**src/rtl/fuzz_harness_pkg.sv**
```systemverilog
// Shared definitions for the fuzz stimulus / signature harness.
//   state_e        : harness FSM states
//   WIREn_W, Y_W   : port widths of the randomized DUT being exercised
//   DEF_LFSR_TAPS  : default Galois feedback mask for the stimulus LFSR
//   DEF_MISR_POLY  : default feedback mask for the 64-bit signature MISR
package fuzz_harness_pkg;

   typedef enum logic [2:0] {
      IDLE    = 3'd0,
      RUN     = 3'd1,
      DRAIN   = 3'd2,
      SEND_LO = 3'd3,
      SEND_HI = 3'd4
   } state_e;

   localparam int WIRE0_W = 14;
   localparam int WIRE1_W = 6;
   localparam int WIRE2_W = 15;
   localparam int WIRE3_W = 18;
   localparam int STIM_W  = WIRE3_W + WIRE2_W + WIRE1_W + WIRE0_W;
   localparam int Y_W     = 594;

   localparam logic [63:0] DEF_LFSR_TAPS = 64'hD800_0000_0000_0000;
   localparam logic [63:0] DEF_MISR_POLY = 64'h0000_0000_0000_001B;

endpackage

```
**src/rtl/sig_misr.sv**
```systemverilog
// Folds the DUT y vector to 64 bits and absorbs it into a 64-bit MISR.
//   clk, rst_n : clock, synchronous active-low reset (signature -> 0)
//   clr        : clear the signature (wins over en)
//   en         : absorb y_in this cycle
//   y_in       : DUT output vector
//   sig        : current signature
//   sig_next   : value the signature takes at the next edge
module sig_misr #(
   parameter int          Y_W  = fuzz_harness_pkg::Y_W,
   parameter logic [63:0] POLY = fuzz_harness_pkg::DEF_MISR_POLY
) (
   input  logic           clk,
   input  logic           rst_n,
   input  logic           clr,
   input  logic           en,
   input  logic [Y_W-1:0] y_in,
   output logic [63:0]    sig,
   output logic [63:0]    sig_next
);
   import fuzz_harness_pkg::*;

   localparam int CHUNKS = (Y_W + 63) / 64;

   logic [CHUNKS*64-1:0] y_pad;
   logic [63:0]          fold;
   logic [63:0]          sig_d;
   logic [63:0]          sig_q;

   // Zero-pad y to whole 64-bit chunks and XOR the chunks together.
   always_comb begin
      y_pad = '0;
      y_pad[Y_W-1:0] = y_in;
      fold = '0;
      for (int k = 0; k < CHUNKS; k++) begin
         fold = fold ^ y_pad[k*64 +: 64];
      end
   end

   always_comb begin
      sig_d = sig_q;
      if (clr) begin
         sig_d = '0;
      end else if (en) begin
         sig_d = {sig_q[62:0], 1'b0} ^ (sig_q[63] ? POLY : 64'h0) ^ fold;
      end
   end

   always_ff @(posedge clk) begin
      if (!rst_n) begin
         sig_q <= '0;
      end else begin
         sig_q <= sig_d;
      end
   end

   assign sig      = sig_q;
   assign sig_next = sig_d;

endmodule

```
**src/rtl/fuzz_stim_sig_harness.sv**
```systemverilog
// Stimulus/signature harness: drives a randomized DUT from an LFSR for
// RUN_CYCLES cycles, compacts its y output into a MISR (plus DRAIN_CYCLES
// extra captures with stimulus frozen), then streams the 64-bit signature
// as two 32-bit words, low word first.
//   clk, rst_n  : clock, synchronous active-low reset
//   start       : begin a run (only looked at in IDLE)
//   y_in        : DUT output vector
//   stim_out    : {wire3, wire2, wire1, wire0} to the DUT
//   sig_data    : signature word; sig_last marks the high (final) word
//   sig_valid / sig_ready : valid/ready handshake. A word transfers on a
//                 cycle where both are high. While valid is high and ready
//                 low, data and last hold; valid only drops after a transfer;
//                 ready is ignored while valid is low.
//   busy        : FSM not in IDLE
//   done        : one-cycle pulse after the final word is accepted
module fuzz_stim_sig_harness #(
   parameter int          Y_W          = fuzz_harness_pkg::Y_W,
   parameter int          STIM_W       = fuzz_harness_pkg::STIM_W,
   parameter int          SIG_W        = 64,
   parameter int          RUN_CYCLES   = 1024,
   parameter int          DRAIN_CYCLES = 1,
   parameter logic [63:0] SEED         = 64'h0123_4567_89AB_CDEF,
   parameter logic [63:0] LFSR_TAPS    = fuzz_harness_pkg::DEF_LFSR_TAPS,
   parameter logic [63:0] MISR_POLY    = fuzz_harness_pkg::DEF_MISR_POLY
) (
   input  logic              clk,
   input  logic              rst_n,
   input  logic              start,
   input  logic [Y_W-1:0]    y_in,
   output logic [STIM_W-1:0] stim_out,
   output logic [31:0]       sig_data,
   output logic              sig_valid,
   input  logic              sig_ready,
   output logic              sig_last,
   output logic              busy,
   output logic              done
);
   import fuzz_harness_pkg::*;

   localparam int CNT_MAX = (RUN_CYCLES > DRAIN_CYCLES) ? RUN_CYCLES : DRAIN_CYCLES;
   localparam int CNT_W   = $clog2(CNT_MAX + 1);
   localparam logic [CNT_W-1:0] RUN_LAST   = CNT_W'(RUN_CYCLES - 1);
   localparam logic [CNT_W-1:0] DRAIN_LAST = CNT_W'((DRAIN_CYCLES > 0) ? DRAIN_CYCLES - 1 : 0);

   state_e           state_q, state_d;
   logic [63:0]      lfsr_q, lfsr_d, lfsr_step;
   logic [CNT_W-1:0] cnt_q, cnt_d;
   logic [31:0]      sig_data_q, sig_data_d;
   logic             sig_valid_q, sig_valid_d;
   logic             sig_last_q, sig_last_d;
   logic             busy_q, busy_d;
   logic             done_q, done_d;
   logic             misr_clr, misr_en;
   logic [SIG_W-1:0] sig, sig_next;

   sig_misr #(
      .Y_W  (Y_W),
      .POLY (MISR_POLY)
   ) u_misr (
      .clk      (clk),
      .rst_n    (rst_n),
      .clr      (misr_clr),
      .en       (misr_en),
      .y_in     (y_in),
      .sig      (sig),
      .sig_next (sig_next)
   );

   assign lfsr_step = {1'b0, lfsr_q[63:1]} ^ (lfsr_q[0] ? LFSR_TAPS : 64'h0);

   always_comb begin
      state_d     = state_q;
      lfsr_d      = lfsr_q;
      cnt_d       = cnt_q;
      sig_data_d  = sig_data_q;
      sig_valid_d = sig_valid_q;
      sig_last_d  = sig_last_q;
      done_d      = 1'b0;
      misr_clr    = 1'b0;
      misr_en     = 1'b0;
      case (state_q)
         IDLE: begin
            if (start) begin
               state_d  = RUN;
               lfsr_d   = SEED;
               cnt_d    = '0;
               misr_clr = 1'b1;
            end
         end
         RUN: begin
            misr_en = 1'b1;
            lfsr_d  = lfsr_step;
            cnt_d   = cnt_q + CNT_W'(1);
            if (cnt_q == RUN_LAST) begin
               cnt_d = '0;
               if (DRAIN_CYCLES > 0) begin
                  state_d = DRAIN;
               end else begin
                  // sig_next already includes the final sample.
                  state_d     = SEND_LO;
                  sig_valid_d = 1'b1;
                  sig_last_d  = 1'b0;
                  sig_data_d  = sig_next[31:0];
               end
            end
         end
         DRAIN: begin
            misr_en = 1'b1;
            cnt_d   = cnt_q + CNT_W'(1);
            if (cnt_q == DRAIN_LAST) begin
               cnt_d       = '0;
               state_d     = SEND_LO;
               sig_valid_d = 1'b1;
               sig_last_d  = 1'b0;
               sig_data_d  = sig_next[31:0];
            end
         end
         SEND_LO: begin
            if (sig_ready) begin
               state_d    = SEND_HI;
               sig_data_d = sig[63:32];
               sig_last_d = 1'b1;
            end
         end
         SEND_HI: begin
            if (sig_ready) begin
               state_d     = IDLE;
               sig_valid_d = 1'b0;
               sig_last_d  = 1'b0;
               done_d      = 1'b1;
            end
         end
         default: state_d = IDLE;
      endcase
      busy_d = (state_d != IDLE);
   end

   always_ff @(posedge clk) begin
      if (!rst_n) begin
         state_q     <= IDLE;
         lfsr_q      <= SEED;
         cnt_q       <= '0;
         sig_data_q  <= '0;
         sig_valid_q <= 1'b0;
         sig_last_q  <= 1'b0;
         busy_q      <= 1'b0;
         done_q      <= 1'b0;
      end else begin
         state_q     <= state_d;
         lfsr_q      <= lfsr_d;
         cnt_q       <= cnt_d;
         sig_data_q  <= sig_data_d;
         sig_valid_q <= sig_valid_d;
         sig_last_q  <= sig_last_d;
         busy_q      <= busy_d;
         done_q      <= done_d;
      end
   end

   assign stim_out  = lfsr_q[STIM_W-1:0];
   assign sig_data  = sig_data_q;
   assign sig_valid = sig_valid_q;
   assign sig_last  = sig_last_q;
   assign busy      = busy_q;
   assign done      = done_q;

endmodule

```
**config.mk**
```make
export PLATFORM = sky130hd
export DESIGN_NAME = fuzz_stim_sig_harness
export DESIGN_NICKNAME = d
export VERILOG_FILES = /design/src/rtl/fuzz_harness_pkg.sv /design/src/rtl/sig_misr.sv /design/src/rtl/fuzz_stim_sig_harness.sv
export SDC_FILE = /design/constraint.sdc
export NUM_CORES = 1
export LEC_CHECK = 0
export ABC_AREA = 1
export BUFFER_PORTS_ARGS = -buffer_cell sky130_fd_sc_hd__clkbuf_2
export CELL_PAD_IN_SITES_DETAIL_PLACEMENT = 0
export CELL_PAD_IN_SITES_GLOBAL_PLACEMENT = 2
export CORE_AREA = 2 2 269 271
export DETAILED_ROUTE_END_ITERATION = 16
export DIE_AREA = 0 0 271 273
export PLACE_DENSITY = 0.74
export RECOVER_POWER = 50
export SLEW_MARGIN = 20
export SYNTH_ARGS = -nofsm -noshare
export SYNTH_HDL_FRONTEND = slang
export SYNTH_SLANG_ARGS = --single-unit
```
**constraint.sdc**
```tcl
create_clock -name clk -period 2.5 [get_ports clk]
set_clock_uncertainty 0.1 [all_clocks]
set_input_delay 0.5 -clock clk [delete_from_list [all_inputs] [get_ports clk]]
set_output_delay 0.5 -clock clk [all_outputs]
set_load 0.01 [all_outputs]
```
* Word level (Yosys, flattened, before mapping)
Cells that the tools add are included.
W data, S select, Z words.
** Word-level totals
- Register bits :: 178
- Output and inout bits :: 89
- Logic and storage cells :: 78
** Cells by class
- Add/subtract/negate cells :: 1
- Equal/unequal tests :: 9
- Mux-type cells :: 29
- Bitwise operators :: 13
- Reductions and logical operators :: 16
** Operator list (count)
- $xor A64 B64 Y64 :: 9
- $mux W32 :: 4
- $mux W64 :: 2
- $pmux W64 S2 :: 1
- $pmux W32 S2 :: 1
- $xor A63 B64 Y64 :: 1
- $xor A64 B18 Y64 :: 1
- $xor A64 B5 Y64 :: 1
- $mux W11 :: 3
- $pmux W11 S3 :: 1
- $mux W3 :: 5
- $pmux W3 S5 :: 1
- $add A11 B1 Y11 const B :: 1
- $eq A11 B10 Y1 const B :: 1
- $logic_not A11 Y1 :: 1
- $reduce_bool A3 Y1 :: 3
- $mux W1 :: 8
- $ne A2 B2 Y1 const B :: 4
- $eq A3 B2 Y1 const B :: 2
- $reduce_and A2 Y1 :: 3
- $reduce_and A3 Y1 :: 2
- $reduce_bool A2 Y1 :: 3
- $mux W5 :: 1
- $reduce_and A4 Y1 :: 1
- 7 further kinds :: 8

* Logic depth before layout (Yosys ltp)
Gate-level depths: netlist (run 1).
- Word-level depth :: 14
- Depth in mapped cells :: 13

* Modules after synthesis
A second synthesis (run 1) with hierarchy kept.
** Second synthesis, totals
- Cells, all modules :: 3272
- Area, all modules :: 17418.0 µm²
** Modules (own cells, without submodules)
- sig_misr :: instances 1, cells an instance 2567, area each 12331.8 µm²
- fuzz_stim_sig_harness :: instances 1, cells an instance 705, area each 5086.1 µm²

* Worst setup path before layout (run 1)
No wires, ideal clock.
- Path type :: reg2reg
- Start point :: register cnt_q[0]
- End point :: register sig_data_q[10] (netlist: sig_data[10])
- Library setup time :: 120 ps
- Arrival :: 1455 ps
- Required time :: 2280 ps
- Path slack :: 824 ps
- Stages on the path, launching flop included :: 9
- Buffers on the path :: 1
- Cells stage by stage :: dfxtp_1 -> inv_1 -> ha_1 -> nand2_1 -> nor3_1 -> nand4_1 -> clkbuf_1 -> a22oi_1 -> a21oi_1
** Between the ends
- Word-level cells in the longest chain between the ends :: 3
** Ends and longest elaborated chain
- start: declaration :: line fuzz_stim_sig_harness.sv:47 : logic [CNT_W-1:0] cnt_q, cnt_d;
- start signal: assignment :: line fuzz_stim_sig_harness.sv:151 : cnt_q <= cnt_d;
- $logic_not A11 Y1 :: line fuzz_stim_sig_harness.sv:110 : if (cnt_q == DRAIN_LAST) begin
- $ne A2 B2 Y1 (no source line)
- $reduce_and A3 Y1 (no source line)
- end signal: assignment :: line fuzz_stim_sig_harness.sv:152 : sig_data_q <= sig_data_d;
- end: declaration :: line fuzz_stim_sig_harness.sv:48 : logic [31:0] sig_data_q, sig_data_d;
Every way passes these cells.
A chain may end at the register's enable or synchronous reset.

* Worst setup path after layout (run 1)
- Start point :: register state_q[0]
- End point :: register sig_data_q[6] (netlist: sig_data[6])
** Between the ends
- Word-level cells in the longest chain between the ends :: 7
- Elaborated cells between the ends (all ways) :: 15
- Classes of those cells :: eq/ne: 5; mux: 6; reduce/logical: 4
** Ends and longest elaborated chain
- start: declaration :: line fuzz_stim_sig_harness.sv:45 : state_e state_q, state_d;
- start signal: assignment :: line fuzz_stim_sig_harness.sv:149 : state_q <= state_d;
- $eq A3 B2 Y1 or $eq A3 B1 Y1 (tied branches) :: line fuzz_stim_sig_harness.sv:81 : case (state_q)
- $reduce_or A2 Y1 (no source line)
- $mux W1 :: line fuzz_stim_sig_harness.sv:81
- $mux W32 :: line sig_misr.sv:43 : end else if (en) begin
- $mux W32 :: line sig_misr.sv:41 : if (clr) begin
- $mux W32 :: line fuzz_stim_sig_harness.sv:110
- $pmux W32 S2 :: line fuzz_stim_sig_harness.sv:81
Parallel ways exist; a longest one is shown, timed or not. The select of a mux whose other input is x is not followed.

==> impl_metrics.env, run 1 <==
export IMPL_io_buffers=686
export IMPL_rsz0062_at_grt="no"
export IMPL_ys_flop_type="dfxtp_1"
export IMPL_synthAdderAreaFrac_pct=0.164
export IMPL_powerDensity_nw_per_um2=471
export IMPL_ys_types=30
export IMPL_fmax_mhz=472
export IMPL_syn_inst=2494
export IMPL_crit_path_start_kind="flop"
export IMPL_die_h_um=273
export IMPL_slew_headroom_pct=18.7
export IMPL_hold_buffers=0
export IMPL_path_clk_slew_ns=0.07
export IMPL_cts_resized=0
export IMPL_synth_xor_area_share_pct=22.1
export IMPL_fin_crit_ns=2.12
export IMPL_dieArea_um2=74000
export IMPL_cts_sinks=178
export IMPL_vias=16200
export IMPL_vias_per_cell=3.99
export IMPL_cap_violations=0
export IMPL_core_area_um2=71000
export IMPL_grt_max_degree=54
export IMPL_leakage_nw=11.1
export IMPL_hold_class="in -> reg"
export IMPL_synth_top_area_share_pct=23.3
export IMPL_io_pins=687
export IMPL_routed_wl_mm=61.0
export IMPL_worstPathMaxFanout=17
export IMPL_grt_pass1_vias=15600
export IMPL_yosys_warnings=0
export IMPL_placed_cell_area_um2=19500
export IMPL_drv_slew=0
export IMPL_yosysTopAreaCell="dfxtp_1"
export IMPL_postRouteAntennaNets=0
export IMPL_syn_area_um2=15300
export IMPL_cts_max_path_buffers=2
export IMPL_firstDrtPassIters=5
export IMPL_ir_drop_v=0.000415
export IMPL_synth_area_leaders="dfxtp_1 (23%), nand2_1 (21%), xnor2_1 (12%)"
export IMPL_slowest_stage="inv_1"
export IMPL_gr_usage_all_layers_pct=16.1
export IMPL_htreeDepth=4
export IMPL_crit_path_cell_trace="inv_2, nor3_1, inv_1, buf_4, nand3_1, a21oi_1"
export IMPL_drive_gt1_share_pct=21.6
export IMPL_start_util_pct=21.5
export IMPL_hpwl_mm=51.4
export IMPL_crit_type="reg -> reg"
export IMPL_ys_seq_elements=178
export IMPL_critical_path_arrival_ns=2.36
export IMPL_setup_violations=0
export IMPL_timing_final_crit_share_pct=84.7
export IMPL_grt_first_pass_wirelength_mm=90.9
export IMPL_synthMuxAreaShare_pct=0
export IMPL_die_w_um=271
export IMPL_synth_compound_area_share_pct=9.91
export IMPL_syn_nets=3094
export IMPL_tightest_slew_ns=1.22
export IMPL_hold_viol=0
export IMPL_synth_edf_count=0
export IMPL_nets=3704
export IMPL_synthArstFlopShare_pct=0
export IMPL_cpPeakStageDelay_ns=0.46
export IMPL_synth_seq_area_share_pct=23.3
export IMPL_setup_tns_final_ns=0
export IMPL_status="completed"
export IMPL_timing_critical_path_required_ns=2.75
export IMPL_antenna_found_initial=1
export IMPL_numCtsBuffers=17
export IMPL_avgSynthCellArea_um2=6.13
export IMPL_num_rows=98
export IMPL_critPathBufInv=3
export IMPL_crit_family="buffers and inverters"
export IMPL_clockRootBuffer="clkbuf_16"
export IMPL_drt_initial_drc_count=691
export IMPL_wire_per_inst_um=15.0
export IMPL_yosys_area_share_simple_pct=31.0
export IMPL_postCtsSetupBuffers=0
export IMPL_worstSkewPairLatency_ns=0.47
export IMPL_cp_end_kind="flop"
export IMPL_synth_top_family_by_area="simple AND/OR/NAND/NOR gates"
export IMPL_remaining_drc_errors=0
export IMPL_syn2layout_area_growth_pct=30.5
export IMPL_cts_tree="done"
export IMPL_overflow=0
export IMPL_gp_congestion=0.813
export IMPL_post_route_cell_area_um2=20000
[tightest hold or removal path, delay by kind of cell]
family                 cells  cell delay (ns)
AO/OA/AOI/OAI              1             0.08
buffers and inverters      2             0.18
AND/OR/NAND/NOR            1             0.06
[stage by stage]
step | utilization (%) | hold slack (ns) | total power, mW | cells | worst slack, ns
CTS | 28.3 | 0.281 | 9.63 | 4067 | 0.449
global placement | 27.4 | 0.354 | 6.69 | 4035 | 0.521
global route | 28.1 | 0.328 | 10.2 | 4068 | 0.143
finish | 28.1 | 0.314 | 9.41 | 4068 | 0.383
floorplan | - | 0.339 | 5.40 | 2494 | 0.824
detailed placement | 27.4 | 0.353 | 6.69 | 4035 | 0.494
[cell usage after synthesis, types with 10 or more instances]
master    number
a21oi_1      104
a22oi_1       32
buf_2         10
buf_4         59
clkbuf_1      46
dfxtp_1      178
inv_1        368
nand2_1      861
nand3_1      214
nor2_1        49
o21ai_0       97
o22ai_1       32
or2_2         15
xnor2_1      206
xor2_1       180
[layer usage]
metal  vias up  global-route usage (%)  wire length, um  part of all wire [%]
li1       8861                       -                -                     -
met1      6893                    19.7            26500                    43
met2       426                    28.8            30200                    49
met3        42                    3.35             3350                   5.5
met4         0                    4.01              977                   1.6
met5         -                       0                0                     0
[power by group]
part / internal [mW] / switching, mW / total (mW)
Clock: 1.45 / 1.42 / 2.87
Combinational: 1.46 / 1.96 / 3.42
Sequential: 2.97 / 0.144 / 3.12
Total: 5.88 / 3.53 / 9.41
[worst paths after layout]
kind                                 start          end  slack (ns)  depth (start not counted)
worst max-delay path            state_q[0]  sig_data[6]        0.38                          6
worst min-delay path             sig_ready   state_q[2]        0.31                          4
worst max register to register  state_q[0]  sig_data[6]        0.38                          6
worst min register to register  lfsr_q[59]   lfsr_q[58]        0.37                          2
[final cells by class]
cell class / count / area (um^2)
fillers: 8047 / 51000
multi-input cells: 1827 / 9660
flip-flops and latches: 178 / 3560
repair buffers: 707 / 3530
inverters: 373 / 1400
well taps: 950 / 1190
clock buffers: 18 / 429
clock inverters: 14 / 184
diodes: 1 / 2.50
[kinds of logic after synthesis]
logic type,after synthesis
and+or+nand+nor,1163
adders and majority gates,2
xor gates and xnor gates,386
buffers and inverters,489
AOI/OAI and AO/OA,276
DFF,178
[layout by cell type, fill, tap and decap left out, drive strengths merged]
cell      Yosys  final
a211oi        3      3
a21oi       104    104
a22oi        32     32
buf          70     21
bufinv        0      1
clkbuf       46    704
clkinv        1      4
clkinvlp      0      1
dfxtp       178    178
diode         0      1
ha            2      2
inv         372    381
nand2       864    864
nand3       214    214
nand3b        9      9
nand4         4      4
nor2         50     50
nor3          6      6
nor4          1      1
o211ai        2      2
o21ai       102    102
o21bai        1      1
o22ai        32     32
or2          15     15
xnor2       206    206
xor2        180    180
[sequential cells by signal, indices dropped and copies added, names as in the netlist]
register,count
u_misr.sig,64
sig_data,32
done,1
cnt_q,11
lfsr_q,64
busy,1
state_q,3
sig_last,1
sig_valid,1
(Power assumes the default switching activity.)
==> run 2: changes to the inputs <==
- CORE_AREA: 2 2 269 271 -> unset
- CORE_ASPECT_RATIO: unset -> 1.75
- CORE_MARGIN: unset -> 2
- CORE_UTILIZATION: unset -> 21
- DIE_AREA: 0 0 271 273 -> unset
- PLACE_DENSITY: 0.74 -> 0.76
- clock period: 2.5 -> 1.79 ns (I/O delays scaled with it)
==> impl_metrics.env, run 2 (same netlist as run 1, synthesis figures left out) <==
export IMPL_status="completed"
export IMPL_crit_type="reg -> reg"
export IMPL_fin_crit_ns=1.79
export IMPL_ir_drop_v=0.000663
export IMPL_grt_pass1_vias=16200
export IMPL_internal_power_mw=8.40
export IMPL_worstSkewPairLatency_ns=0.46
export IMPL_dieArea_um2=75100
export IMPL_timing_critical_path_required_ns=2.09
export IMPL_rrSetupSlack_ns=0.002
export IMPL_dp_cells=4077
export IMPL_path_clk_slew_ns=0.08
export IMPL_final_common_cell="nand2_1"
export IMPL_hold_class="in -> reg"
export IMPL_syn2layout_area_growth_pct=36.6
export IMPL_comb_power_share_pct=37.4
export IMPL_fmax_mhz=559
export IMPL_critical_path_arrival_ns=2.09
export IMPL_worstPathMaxFanout=10
export IMPL_nets=3783
export IMPL_slowest_stage="dfxtp_2"
export IMPL_instances_no_fill=4121
export IMPL_num_rows=130
export IMPL_timing_final_crit_share_pct=99.9
export IMPL_cts_tree="done"
export IMPL_antenna_found_initial=2
export IMPL_overflow=0
export IMPL_crit_path_start_kind="flop"
export IMPL_cts_max_path_buffers=2
export IMPL_hold_viol=0
export IMPL_setup_tns_final_ns=0
export IMPL_grt_first_pass_wirelength_mm=90.4
export IMPL_drv_slew=0
export IMPL_pwr_share_clk_pct=30.2
export IMPL_vias_per_cell=4.07
export IMPL_nFillCells=8185
export IMPL_gp_congestion=0.800
export IMPL_numCtsBuffers=17
export IMPL_power_frac_seq_pct=32.4
export IMPL_cp_end_kind="flop"
export IMPL_p_sw_mw=4.98
export IMPL_rsz0062_at_grt="yes"
export IMPL_layout_common_cells="nand2_1 (859), clkbuf_2 (599), inv_1 (364)"
export IMPL_htreeDepth=4
export IMPL_firstDrtPassIters=7
export IMPL_start_util_pct=21.3
export IMPL_tightest_slew_ns=0.420
export IMPL_io_buffers=686
export IMPL_drive_gt1_share_pct=24.7
export IMPL_vias=16800
export IMPL_die_h_um=361
export IMPL_seq_area_um2=3570
export IMPL_hpwl_mm=51.8
export IMPL_leakage_nw=11.6
export IMPL_powerDensity_nw_per_um2=640
export IMPL_grt_max_degree=57
export IMPL_swShare_pct=37.2
export IMPL_clockRootBuffer="clkbuf_16"
export IMPL_slew_headroom_pct=71.8
export IMPL_drt_initial_drc_count=713
export IMPL_io_pins=687
export IMPL_remaining_drc_errors=0
export IMPL_cts_sinks=178
export IMPL_crit_path_cell_trace="inv_2, ha_4, nand2_2, nor3_2, nand4_1, buf_6, nand2_8, clkbuf_16, o21ai_0, a21oi_1"
export IMPL_cap_violations=0
export IMPL_die_w_um=208
export IMPL_routed_wl_mm=62.4
export IMPL_cpPeakStageDelay_ns=0.33
export IMPL_postRouteAntennaNets=0
export IMPL_multiInputGateArea_um2=9810
export IMPL_setup_violations=0
export IMPL_wire_per_inst_um=15.1
export IMPL_core_area_um2=71900
export IMPL_gr_usage_all_layers_pct=15.7
[run 2: path summary, 6_finish.rpt]
check,endpoint,startpoint,depth (start not counted)
min reg2reg,lfsr_q[58],lfsr_q[58],2
max,sig_data[8],cnt_q[1],10
max reg2reg,sig_data[8],cnt_q[1],10
min,state_q[2],sig_ready,4
[run 2: metal layers]
layer / up-vias / wire [um] / GRT usage, % / part of all wire, %
met4: 2 / 1250 / 4.55 / 2.0
met2: 484 / 33000 / 30.1 / 53
met5: - / 13 / 0 / 0.021
met3: 48 / 3530 / 3.09 / 5.7
met1: 7223 / 24600 / 17.3 / 39
li1: 9014 / - / - / -
[run 2: area by class of cell]
cell class / instances / share of cell area [%]
multi-input combinational: 1827 / 46.9
timing repair buffer: 786 / 20.8
sequential: 178 / 17.1
inverter: 373 / 6.72
tap: 924 / 5.53
clock buffer: 17 / 2.04
clock inverter: 15 / 0.892
antenna: 1 / 0.0120
[run 2: timing repair]
action / CTS / global route
hold buffers: 0 / 0
buffers inserted: 2 / 3
gates cloned: 1 / 5
resized for setup: 3 / 60
endpoints found under the setup margin: 5 / 112
pin swaps: 1 / 7
[run 2: critical path: cells and delay by family (launching register included)]
kind	cells	cell delay (ns)
AO/OA/AOI/OAI	2	0.20
flip-flops	1	0.33
AND/OR/NAND/NOR	4	0.47
adder cells (fa/ha/maj)	1	0.14
buffers and inverters	3	0.47
[run 2: power by group through the flow]
stage	logic (mW)	registers [mW]	clock network, mW
CTS	5.10	4.34	4.24
global placement	5.06	4.44	0
global route	5.69	4.37	4.36
finish	5.00	4.34	4.05
detailed placement	5.08	4.43	0
floorplan	3.19	4.35	0
[run 2: metrics by stage]
step                      utilization, %  area [um^2]  worst slack, ns  total power, mW  hold slack (ns)
final                               29.1        20900          0.00234             13.4            0.217
after global routing                29.1        20900           -0.127             14.4            0.208
after CTS                           28.8        20700          0.00667             13.7            0.196
after detailed placement            27.9        20000          -0.0335             9.51            0.356
after global placement              27.9        20000        -0.000875             9.49            0.350
after floorplan                        -        15300            0.114             7.54            0.339
==> run 3: changes to the inputs <==
==> constraint.sdc (replaced) <==
create_clock -name clk -period 1.79 [get_ports clk]
set_clock_uncertainty 0.1 [all_clocks]
set_input_delay 0.179 -clock clk [delete_from_list [all_inputs] [get_ports clk]]
set_output_delay 0.179 -clock clk [all_outputs]
set_load 0.01 [all_outputs]
==> impl_metrics.env, run 3 (same netlist as run 1, synthesis figures left out) <==
export IMPL_status="completed"
export IMPL_dieArea_um2=75100
export IMPL_crit_path_start_kind="flop"
export IMPL_leakage_nw=11.5
export IMPL_setup_tns_final_ns=0
export IMPL_firstDrtPassIters=6
export IMPL_whs_ns=0.0319
export IMPL_drv_slew=0
export IMPL_remaining_drc_errors=0
export IMPL_fmax_mhz=559
export IMPL_rsz0062_at_grt="yes"
export IMPL_grt_first_pass_wirelength_mm=90.2
export IMPL_slowest_stage="dfxtp_2"
export IMPL_nets=3764
export IMPL_swShare_pct=37.5
export IMPL_hold_class="in -> reg"
export IMPL_cts_sinks=178
export IMPL_cpPeakStageDelay_ns=0.34
export IMPL_overflow=0
export IMPL_timing_final_crit_share_pct=99.9
export IMPL_clockRootBuffer="clkbuf_16"
export IMPL_hpwl_mm=51.9
export IMPL_num_rows=130
export IMPL_htreeDepth=4
export IMPL_pwr_share_clk_pct=29.3
export IMPL_tightest_slew_ns=0.628
export IMPL_critical_path_arrival_ns=2.08
export IMPL_internal_power_mw=8.22
export IMPL_fin_util_pct=28.9
export IMPL_cts_max_path_buffers=2
export IMPL_path_clk_slew_ns=0.08
export IMPL_slew_headroom_pct=58.2
export IMPL_fin_crit_ns=1.79
export IMPL_ir_drop_v=0.000648
export IMPL_reg2reg_depth=10
export IMPL_comb_power_share_pct=37.7
export IMPL_p_total_mw=13.2
export IMPL_cap_violations=0
export IMPL_layout_common_cells="nand2_1 (858), clkbuf_2 (598), inv_1 (362)"
export IMPL_crit_type="reg -> reg"
export IMPL_r2r_start="cnt_q[0]"
export IMPL_io_buffers=686
export IMPL_start_util_pct=21.3
export IMPL_vias_per_cell=4.07
export IMPL_crit_path_cell_trace="inv_2, ha_4, nand2_2, nor3_2, nand4_1, buf_6, nand2_8, clkbuf_16, o21ai_2, a21oi_1"
export IMPL_numCtsBuffers=17
export IMPL_timing_critical_path_required_ns=2.08
export IMPL_holdPathEnd="state_q[2]"
export IMPL_min_delay_start="sig_ready"
export IMPL_routed_wl_mm=62.3
export IMPL_grt_pass1_vias=16000
export IMPL_power_frac_seq_pct=33.0
export IMPL_timing_rr_end="sig_data[1]"
export IMPL_die_h_um=361
export IMPL_holdPathStages=4
export IMPL_die_w_um=208
export IMPL_syn2layout_area_growth_pct=35.8
export IMPL_drt_initial_drc_count=617
export IMPL_wire_per_inst_um=15.2
export IMPL_final_common_cell="nand2_1"
export IMPL_crit_family="simple AND/OR/NAND/NOR gates"
export IMPL_cts_tree="done"
export IMPL_io_pins=687
export IMPL_antenna_found_initial=2
export IMPL_critPathBufInv=3
export IMPL_powerDensity_nw_per_um2=633
export IMPL_drive_gt1_share_pct=24.5
export IMPL_vias=16700
export IMPL_cp_end_kind="flop"
export IMPL_p_sw_mw=4.93
export IMPL_worstPathMaxFanout=6
export IMPL_rrSetupSlack_ns=0.001
export IMPL_hold_viol=0
export IMPL_gr_usage_all_layers_pct=15.7
export IMPL_postRouteAntennaNets=0
export IMPL_grt_max_degree=56
export IMPL_gp_congestion=0.799
export IMPL_setup_violations=0
export IMPL_antenna_cells=0
export IMPL_worstSkewPairLatency_ns=0.47
export IMPL_core_area_um2=71900
==> run 3: cell count changes in the layout (fill, tap and decap cells not counted), sizes merged <==
cell	before	now
clkinvlp	2	0
diode	1	0
clkbuf	709	710
clkinv	5	6
bufinv	1	0
inv	380	381
buf	94	75
==> run 3: worst max-delay path by stage <==
| stage | startpoint | to | depth (start not counted) |
|---|---|---|---|
| 2_1_floorplan | cnt_q[0] | sig_data[10] | 8 |
| 3_3_place_gp | cnt_q[0] | sig_data[10] | 9 |
| 3_5_place_dp | cnt_q[0] | sig_data[6] | 9 |
| 4_1_cts | cnt_q[0] | sig_data[5] | 10 |
| 5_1_grt | cnt_q[0] | sig_data[1] | 10 |
| 6_report | cnt_q[0] | sig_data[1] | 10 |
==> run 3: cell type report <==
class / instances / area (um^2)
Multi-Input combinational cell: 1827 / 9830
Tap cell: 924 / 1160
Timing Repair Buffer: 767 / 4210
Fill cell: 8196 / 51100
Clock buffer: 18 / 429
Inverter: 373 / 1410
Clock inverter: 14 / 160
Sequential cell: 178 / 3570
==> run 3: worst register-to-register path: stages, from the launching register on <==
cell	delay, ns
dfxtp_2	0.34
inv_2	0.07
ha_4	0.13
nand2_2	0.05
nor3_2	0.16
nand4_1	0.13
buf_6	0.18
nand2_8	0.15
clkbuf_16	0.21
o21ai_2	0.06
a21oi_1	0.14
==> run 3: what timing repair did <==
action | CTS | global route
setup endpoints to repair | 45 | 105
gates cloned | 0 | 6
buffers inserted | 1 | 2
hold buffers | 0 | 0
pin swaps | 0 | 5
gates resized for setup | 1 | 79
==> run 3: metal layers <==
layer | share of wire [%] | wire length, um | global-route usage (%)
met1 | 40 | 24700 | 17.2
met2 | 53 | 33200 | 30.4
met3 | 5.4 | 3390 | 3.36
met4 | 1.7 | 1040 | 3.66
met5 | 0.018 | 11 | 0
==> run 3: per-stage QoR <==
stage	instances	cell area [um^2]	setup slack, ns
after floorplan	2494	15300	0.114
after global placement	4060	19900	-0.0570
after detailed placement	4060	19900	-0.104
after CTS	4093	20500	0.0104
after global routing	4101	20800	-0.108
final	4101	20800	0.00134
==> run 3: power by group through the flow <==
stage                     registers [mW]  logic [mW]  clock network, mW
final                               4.34        4.96               3.85
after global routing                4.37        5.69               4.16
after CTS                           4.34        5.07               4.03
after detailed placement            4.43        5.04                  0
after global placement              4.44        5.02                  0
after floorplan                     4.35        3.19                  0
